===== config.mk =====
export PLATFORM = sky130hd
export DESIGN_NAME = instruction_fetch_flat
export DESIGN_NICKNAME = d
export VERILOG_FILES = /design/src/rtl/ifetch_pkg.sv /design/src/rtl/instruction_fetch_if.sv /design/src/rtl/ifetch_fifo.sv /design/src/rtl/instruction_fetch.sv /design/src/flat_wrapper.sv
export SDC_FILE = /design/constraint.sdc
export NUM_CORES = 1
export LEC_CHECK = 0
export ABC_CLOCK_PERIOD_IN_PS = 4700
export BUFFER_PORTS_ARGS = -buffer_cell sky130_fd_sc_hd__buf_2
export CAP_MARGIN = 20
export CORE_UTILIZATION = 35
export DETAILED_ROUTE_END_ITERATION = 6
export GPL_TIMING_DRIVEN = 0
export PLACE_DENSITY_LB_ADDON = 0.05
export SETUP_SLACK_MARGIN = 0.1
export SYNTH_ARGS = -nofsm -noshare
export SYNTH_HDL_FRONTEND = slang
export SYNTH_SLANG_ARGS = --single-unit

===== constraint.sdc =====
create_clock -name clk -period 4.7 [get_ports clk]
set_clock_uncertainty 0.15 [all_clocks]
set_input_delay 0.94 -clock clk [delete_from_list [all_inputs] [get_ports clk]]
set_output_delay 0.94 -clock clk [all_outputs]
set_load 0.01 [all_outputs]

===== src/rtl/ifetch_pkg.sv =====
// rtl/ifetch_pkg.sv - shared constants and fetch state encoding
// Purpose: default ADDR_WIDTH / DATA_WIDTH / FIFO_DEPTH values and the
//          IDLE / FETCH / FULL state encoding used by the fetch unit.
// Ports:   none (package).
package ifetch_pkg;

   localparam int IF_ADDR_WIDTH = 12;
   localparam int IF_DATA_WIDTH = 16;
   localparam int IF_FIFO_DEPTH = 4;

   typedef enum logic [1:0] {
      IDLE  = 2'd0,
      FETCH = 2'd1,
      FULL  = 2'd2
   } state_t;

endpackage


===== src/rtl/instruction_fetch_if.sv =====
// rtl/instruction_fetch_if.sv - fetch unit bus bundle (PC, instruction memory, decode)
// Purpose: groups the program-counter, instruction-memory and decode-side
//          handshake signals of the fetch unit.
// Signals: pc_count, pc_stall, flush            program-counter side
//          imem_req, imem_addr, imem_rdata      instruction-memory side
//          instr_valid, instr_ready,
//          instr_data, instr_pc                 decode side
//          imem_parity, parity_err              only with IFETCH_PARITY_EN
// Modports: master = fetch unit, slave = surrounding pipeline / memory.
interface instruction_fetch_if
   import ifetch_pkg::*;
#(
   parameter int ADDR_WIDTH = IF_ADDR_WIDTH,
   parameter int DATA_WIDTH = IF_DATA_WIDTH
);

   logic [ADDR_WIDTH-1:0] pc_count;
   logic                  pc_stall;
   logic                  flush;
   logic                  imem_req;
   logic [ADDR_WIDTH-1:0] imem_addr;
   logic [DATA_WIDTH-1:0] imem_rdata;
   logic                  instr_valid;
   logic                  instr_ready;
   logic [DATA_WIDTH-1:0] instr_data;
   logic [ADDR_WIDTH-1:0] instr_pc;

`ifdef IFETCH_PARITY_EN
   logic                  imem_parity;
   logic                  parity_err;

   modport master (
      input  pc_count, flush, imem_rdata, imem_parity, instr_ready,
      output pc_stall, imem_req, imem_addr, instr_valid, instr_data, instr_pc, parity_err
   );

   modport slave (
      output pc_count, flush, imem_rdata, imem_parity, instr_ready,
      input  pc_stall, imem_req, imem_addr, instr_valid, instr_data, instr_pc, parity_err
   );
`else
   modport master (
      input  pc_count, flush, imem_rdata, instr_ready,
      output pc_stall, imem_req, imem_addr, instr_valid, instr_data, instr_pc
   );

   modport slave (
      output pc_count, flush, imem_rdata, instr_ready,
      input  pc_stall, imem_req, imem_addr, instr_valid, instr_data, instr_pc
   );
`endif

endinterface


===== src/rtl/ifetch_fifo.sv =====
// rtl/ifetch_fifo.sv - synchronous instruction buffer storing {pc, data}
// Purpose: power-of-two deep FIFO; pointers wrap naturally at DEPTH.
// Ports:   clk, reset (sync, active-high), clear (drop all entries),
//          push/wdata, pop/rdata (rdata is zero while empty),
//          full, empty, count (occupancy 0..DEPTH).
module ifetch_fifo #(
   parameter int WIDTH = 28,
   parameter int DEPTH = 4
) (
   input  logic                       clk,
   input  logic                       reset,
   input  logic                       clear,
   input  logic                       push,
   input  logic [WIDTH-1:0]           wdata,
   input  logic                       pop,
   output logic [WIDTH-1:0]           rdata,
   output logic                       full,
   output logic                       empty,
   output logic [$clog2(DEPTH):0]     count
);

   localparam int AW = $clog2(DEPTH);
   localparam int CW = AW + 1;

   logic [WIDTH-1:0] mem [DEPTH];
   logic [AW-1:0]    wr_ptr;
   logic [AW-1:0]    rd_ptr;
   logic             do_push;
   logic             do_pop;

   assign full    = (count == CW'(DEPTH));
   assign empty   = (count == '0);
   // Push when full and pop when empty are dropped.
   assign do_push = push && !full;
   assign do_pop  = pop && !empty;
   // Zero while empty so the head outputs read 0 after reset/flush.
   assign rdata   = empty ? '0 : mem[rd_ptr];

   always_ff @(posedge clk) begin
      if (do_push) begin
         mem[wr_ptr] <= wdata;
      end
   end

   always_ff @(posedge clk) begin
      if (reset || clear) begin
         wr_ptr <= '0;
         rd_ptr <= '0;
         count  <= '0;
      end else begin
         if (do_push) begin
            wr_ptr <= wr_ptr + 1'b1;
         end
         if (do_pop) begin
            rd_ptr <= rd_ptr + 1'b1;
         end
         if (do_push && !do_pop) begin
            count <= count + 1'b1;
         end else if (!do_push && do_pop) begin
            count <= count - 1'b1;
         end
      end
   end

endmodule


===== src/rtl/instruction_fetch.sv =====
// rtl/instruction_fetch.sv - instruction fetch unit with prefetch buffer
// Purpose: issues one-cycle-latency instruction-memory reads at pc_count,
//          buffers the returned words with their address and hands them to
//          decode over a valid/ready handshake; flush drops everything.
// Ports:   clk, reset (sync, active-high), bus (instruction_fetch_if.master).
// Option:  IFETCH_PARITY_EN adds imem_parity input and sticky parity_err.
module instruction_fetch
   import ifetch_pkg::*;
#(
   parameter int ADDR_WIDTH = IF_ADDR_WIDTH,
   parameter int DATA_WIDTH = IF_DATA_WIDTH,
   parameter int FIFO_DEPTH = IF_FIFO_DEPTH
) (
   input  logic                clk,
   input  logic                reset,
   instruction_fetch_if.master bus
);

   localparam int CW = $clog2(FIFO_DEPTH) + 1;
   localparam logic [CW-1:0] DEPTH_C = CW'(FIFO_DEPTH);

   state_t                           state;
   state_t                           state_next;
   logic                             inflight;
   logic [ADDR_WIDTH-1:0]            req_pc;
   logic                             imem_req;
   logic                             push;
   logic                             pop;
   logic                             fifo_full;
   logic                             fifo_empty;
   logic [CW-1:0]                    fifo_count;
   logic [CW-1:0]                    fifo_next;
   logic [CW-1:0]                    occ;
   logic [CW-1:0]                    occ_next;
   logic [ADDR_WIDTH+DATA_WIDTH-1:0] fifo_rdata;

   // Occupancy counts the outstanding read so the buffer can never overflow.
   assign occ      = fifo_count + CW'(inflight);
   assign imem_req = !reset && (state == FETCH) && !bus.flush && (occ < DEPTH_C);

   // The response to last cycle's request is on imem_rdata now; a flush or
   // reset in this cycle discards it.
   assign push = inflight && !bus.flush && !reset && !fifo_full;
   assign pop  = bus.instr_ready && !fifo_empty;

   ifetch_fifo #(
      .WIDTH (ADDR_WIDTH + DATA_WIDTH),
      .DEPTH (FIFO_DEPTH)
   ) u_fifo (
      .clk   (clk),
      .reset (reset),
      .clear (bus.flush),
      .push  (push),
      .wdata ({req_pc, bus.imem_rdata}),
      .pop   (pop),
      .rdata (fifo_rdata),
      .full  (fifo_full),
      .empty (fifo_empty),
      .count (fifo_count)
   );

   always_ff @(posedge clk) begin
      if (reset) begin
         state    <= IDLE;
         inflight <= 1'b0;
         req_pc   <= '0;
      end else begin
         state    <= state_next;
         inflight <= imem_req;
         if (imem_req) begin
            req_pc <= bus.pc_count;
         end
      end
   end

   // FULL is decided on next-cycle occupancy, so fetching resumes the cycle
   // right after a pop frees a slot.
   always_comb begin
      fifo_next  = fifo_count;
      occ_next   = '0;
      state_next = state;
      if (push && !pop) begin
         fifo_next = fifo_count + 1'b1;
      end else if (!push && pop) begin
         fifo_next = fifo_count - 1'b1;
      end
      occ_next = fifo_next + CW'(imem_req);
      case (state)
         IDLE: state_next = FETCH;
         FETCH: begin
            if (bus.flush) begin
               state_next = FETCH;
            end else if (occ_next >= DEPTH_C) begin
               state_next = FULL;
            end
         end
         FULL: begin
            if (bus.flush) begin
               state_next = FETCH;
            end else if (occ_next < DEPTH_C) begin
               state_next = FETCH;
            end
         end
         default: state_next = IDLE;
      endcase
   end

   assign bus.imem_req    = imem_req;
   assign bus.imem_addr   = bus.pc_count;
   assign bus.pc_stall    = !imem_req;
   assign bus.instr_valid = !fifo_empty;
   assign {bus.instr_pc, bus.instr_data} = fifo_rdata;

`ifdef IFETCH_PARITY_EN
   logic parity_err_q;

   // Even parity: data bits plus parity bit must hold an even number of ones.
   always_ff @(posedge clk) begin
      if (reset) begin
         parity_err_q <= 1'b0;
      end else if (push && (^{bus.imem_rdata, bus.imem_parity})) begin
         parity_err_q <= 1'b1;
      end
   end

   assign bus.parity_err = parity_err_q;
`endif

endmodule

===== src/flat_wrapper.sv =====
// flat-port wrapper written by rule: the top's interface ports become plain ports
module instruction_fetch_flat import ifetch_pkg::*;
#(
   parameter int ADDR_WIDTH = IF_ADDR_WIDTH,
   parameter int DATA_WIDTH = IF_DATA_WIDTH,
   parameter int FIFO_DEPTH = IF_FIFO_DEPTH
)
  (clk, reset, bus_pc_count, bus_flush, bus_imem_rdata, bus_instr_ready, bus_pc_stall, bus_imem_req, bus_imem_addr, bus_instr_valid, bus_instr_data, bus_instr_pc);
  instruction_fetch_if #(.ADDR_WIDTH(ADDR_WIDTH), .DATA_WIDTH(DATA_WIDTH)) bus_i ();
  input  logic clk;
  input  logic reset;
  input wire logic [$bits(bus_i.pc_count)-1:0] bus_pc_count;
  input wire logic [$bits(bus_i.flush)-1:0] bus_flush;
  input wire logic [$bits(bus_i.imem_rdata)-1:0] bus_imem_rdata;
  input wire logic [$bits(bus_i.instr_ready)-1:0] bus_instr_ready;
  output wire logic [$bits(bus_i.pc_stall)-1:0] bus_pc_stall;
  output wire logic [$bits(bus_i.imem_req)-1:0] bus_imem_req;
  output wire logic [$bits(bus_i.imem_addr)-1:0] bus_imem_addr;
  output wire logic [$bits(bus_i.instr_valid)-1:0] bus_instr_valid;
  output wire logic [$bits(bus_i.instr_data)-1:0] bus_instr_data;
  output wire logic [$bits(bus_i.instr_pc)-1:0] bus_instr_pc;
  assign bus_i.pc_count = bus_pc_count;
  assign bus_i.flush = bus_flush;
  assign bus_i.imem_rdata = bus_imem_rdata;
  assign bus_i.instr_ready = bus_instr_ready;
  assign bus_pc_stall = bus_i.pc_stall;
  assign bus_imem_req = bus_i.imem_req;
  assign bus_imem_addr = bus_i.imem_addr;
  assign bus_instr_valid = bus_i.instr_valid;
  assign bus_instr_data = bus_i.instr_data;
  assign bus_instr_pc = bus_i.instr_pc;
  instruction_fetch #(.ADDR_WIDTH(ADDR_WIDTH), .DATA_WIDTH(DATA_WIDTH), .FIFO_DEPTH(FIFO_DEPTH)) u_core (.clk(clk), .reset(reset), .bus(bus_i));
endmodule

==> metrics <==
crit path max fanout 10; # DRC 0; final non-filler cell total 641; Max stage delay cell, worst path buf_1; RSZ-0062 raised after global routing false; NetSw about 550 uW; sequential area share after synthesis 69.9%; CP max stage delay 0.58 ns; fin nets 458; dpl hpwl 6330 um; CTS Hold Buffers Added 0; Overall Global Routing Usage roughly 14%; Sequential Power Share a little under half; input/output buffers 74; Detailed Routing Iterations Pass 1 4; placer congestion estimate 0.728; n_diodes 0; Starting Density a little over a third; Hold Fails Final Rpt 0; kind of critical path register to output port; Max-cap violations 0; Cell Int Power 2360 uW; fin crit period between 3 and 4 ns; Die Span Y roughly 130 um; IO Count 75; 1st-iter DRT viols ~140; Crit. End Element output port; Cell Rows 45; layout cell share with drive strength beyond 1 38.4%; post-CTS sizing 0; Post-synth ARST share 0%; P per Cell Area around 420 nW/um^2; largest net degree at the start of global routing 29; Setup Viol. Count Final 0; top layer in use met4; Detail Route Antenna Nets 0; CP dominant cell by count buf_2; Hold Crit Class register to register; total gr overflow 0; Max Freq around 300 MHz; status complete, no violations; TritonCTS clock tree built; Clock power frac between 50% and 60%; period utilization between 70% and 80%; Clock Latency Late Sink 0.41 ns; Mapped Nets between 300 and 400; Clock Sinks roughly 140; initial antenna violation count 0; Core Footprint ~15000 sq um; CP delay by family, top buffers and inverters; most frequent cells in the layout edfxtp_1 (112), buf_2 (79), mux4_2 (28), and2_1 (28), nand2_1 (25); Leak about 0.0025 uW; met1 WL 4720 um; HP Start u_core.req_pc[8]; routed wire length approximately 10000 um; EDFF count, synth roughly 110; Yosys cell types 43; Mapped Cells around 320; Critical Path Source Type register; Pins Over Slew Limit 0; Slew HR between 40% and 50%; width of the die 127 um; number of global-route vias before repair between 3000 and 4000; drt wl/cell about 16 um; Root Driver clkbuf_16; die area 16200 sq um; Inst Count DP slightly above 600; RR Startpoint u_core.u_fifo.count[0]; via/cell ratio between 4 and 5; met3 wire len 431 um; crit-path cells buf_2 -> buf_1 -> mux4_2 -> and2_1 -> buf_2; combinational share of power between 3 and 4%; post-CTS setup buffers 0; area grow syn2layout 24.3%; clk slew on worst S/H paths 0.06 ns; YS warnings 0; Worst EP arrival about 2.3 ns; total CTS buffers 17; switching share of power a little under a fifth; Via Count 2881; buffers plus inverters on the worst setup path 3; measured slew at the worst slew-check pin about 0.84 ns; register bit total from synthesis about 140; peak supply drop ~0.25 mV; prevailing post-synth register cell edfxtp_1; setup TNS 0 ns; clock tree buffer depth 2; Post-Syn Area per Cell between 15 and 20 sq um; synthesized area around 5500 sq um; metal2 WL 4990 um; Required @ worst endpoint about 3.6 ns; H-tree depth 4; global-route wire length before repair 16400 um; commonest non-fill, non-tap cell in the layout edfxtp_1
-- metal layers --
| metal | GRT usage (%) | vias up |
|---|---|---|
| li1 | - | 1406 |
| met1 | 17.0 | 1387 |
| met2 | 23.1 | 70 |
| met3 | 3.77 | 18 |
| met4 | 7.35 | 0 |
| met5 | 0 | - |
-- area by class of cell --
type / count / area, sq um
Buffer: 27 / 171
Clock buffer: 25 / 604
Clock inverter: 7 / 90.1
Fill cell: 1376 / 8430
Inverter: 8 / 30.0
Multi-Input combinational cell: 153 / 1460
Sequential cell: 136 / 3840
Tap cell: 211 / 264
Timing Repair Buffer: 74 / 370
-- metrics by stage --
step           hold slack, ns  worst slack [ns]  util (%)  instance area, sq um  power [uW]
6_report                0.351              1.33      44.8                  6830        2900
4_1_cts                 0.354              1.26      44.8                  6830        2930
2_1_floorplan           0.308              1.64         -                  5500        1390
3_3_place_gp            0.333             0.805      40.2                  6130        1430
5_1_grt                 0.390              1.18      44.8                  6830        2980
3_5_place_dp            0.346              1.16      40.2                  6140        1440
-- synth_stat cells, types with 2 or more instances --
library cell | instances | area share (%)
edfxtp_1 | 112 | 61
clkbuf_1 | 6 | 0.41
buf_4 | 13 | 1.8
nand2_1 | 25 | 1.7
inv_1 | 6 | 0.41
inv_2 | 2 | 0.14
dfxtp_1 | 24 | 8.7
ha_1 | 9 | 2.0
nor2b_1 | 2 | 0.23
and2_1 | 32 | 3.6
buf_2 | 5 | 0.46
nand3_1 | 2 | 0.18
mux4_2 | 28 | 11
xor2_1 | 2 | 0.32
a21oi_1 | 15 | 1.4
nor4b_2 | 2 | 0.55
buf_6 | 2 | 0.41
mux2i_1 | 2 | 0.36
xnor2_1 | 4 | 0.64
nor2_1 | 8 | 0.55
-- power by group through the flow --
stage	Combinational (uW)	Clock, uW	Sequential, uW
2_1_floorplan	52.4	0	1340
3_3_place_gp	94.7	0	1340
3_5_place_dp	96.2	0	1340
4_1_cts	96.6	1520	1320
5_1_grt	105	1560	1320
6_report	93.8	1490	1320
-- state kept, by name, summed over array words and instances, names as in the netlist, named ones only --
signal / flops
u_core.state: 2
u_core.req_pc: 12
u_core.u_fifo.rd_ptr: 2
u_core.u_fifo.count: 3
u_core.inflight: 1
u_core.u_fifo.wr_ptr: 2
u_core.u_fifo.mem: 112
-- worst paths after layout --
path / slack (ns) / depth (start not counted) / to
worst max register to register: 1.61 / 10 / u_core.state[0]
worst max-delay path: 1.33 / 5 / bus_instr_pc[7]
worst min-delay path: 0.35 / 2 / u_core.req_pc[8]
worst min register to register: 0.35 / 2 / u_core.req_pc[8]
-- tightest hold or removal path: cells and delay by family, from the launching register on --
kind               cells  cell delay [ns]
AOI/OAI and AO/OA      1             0.05
and+or+nand+nor        1             0.07
DFF                    1             0.33
-- cell families after synthesis --
group | Yosys count | share of synthesized area, %
AO/OA/AOI/OAI | 25 | 3.03
XOR/XNOR | 6 | 0.956
adder cells (fa/ha/maj) | 9 | 2.05
buffers and inverters | 35 | 3.66
flip-flops | 136 | 69.9
multiplexers | 30 | 11.8
AND/OR/NAND/NOR | 83 | 8.54
(Power assumes the default switching activity.)
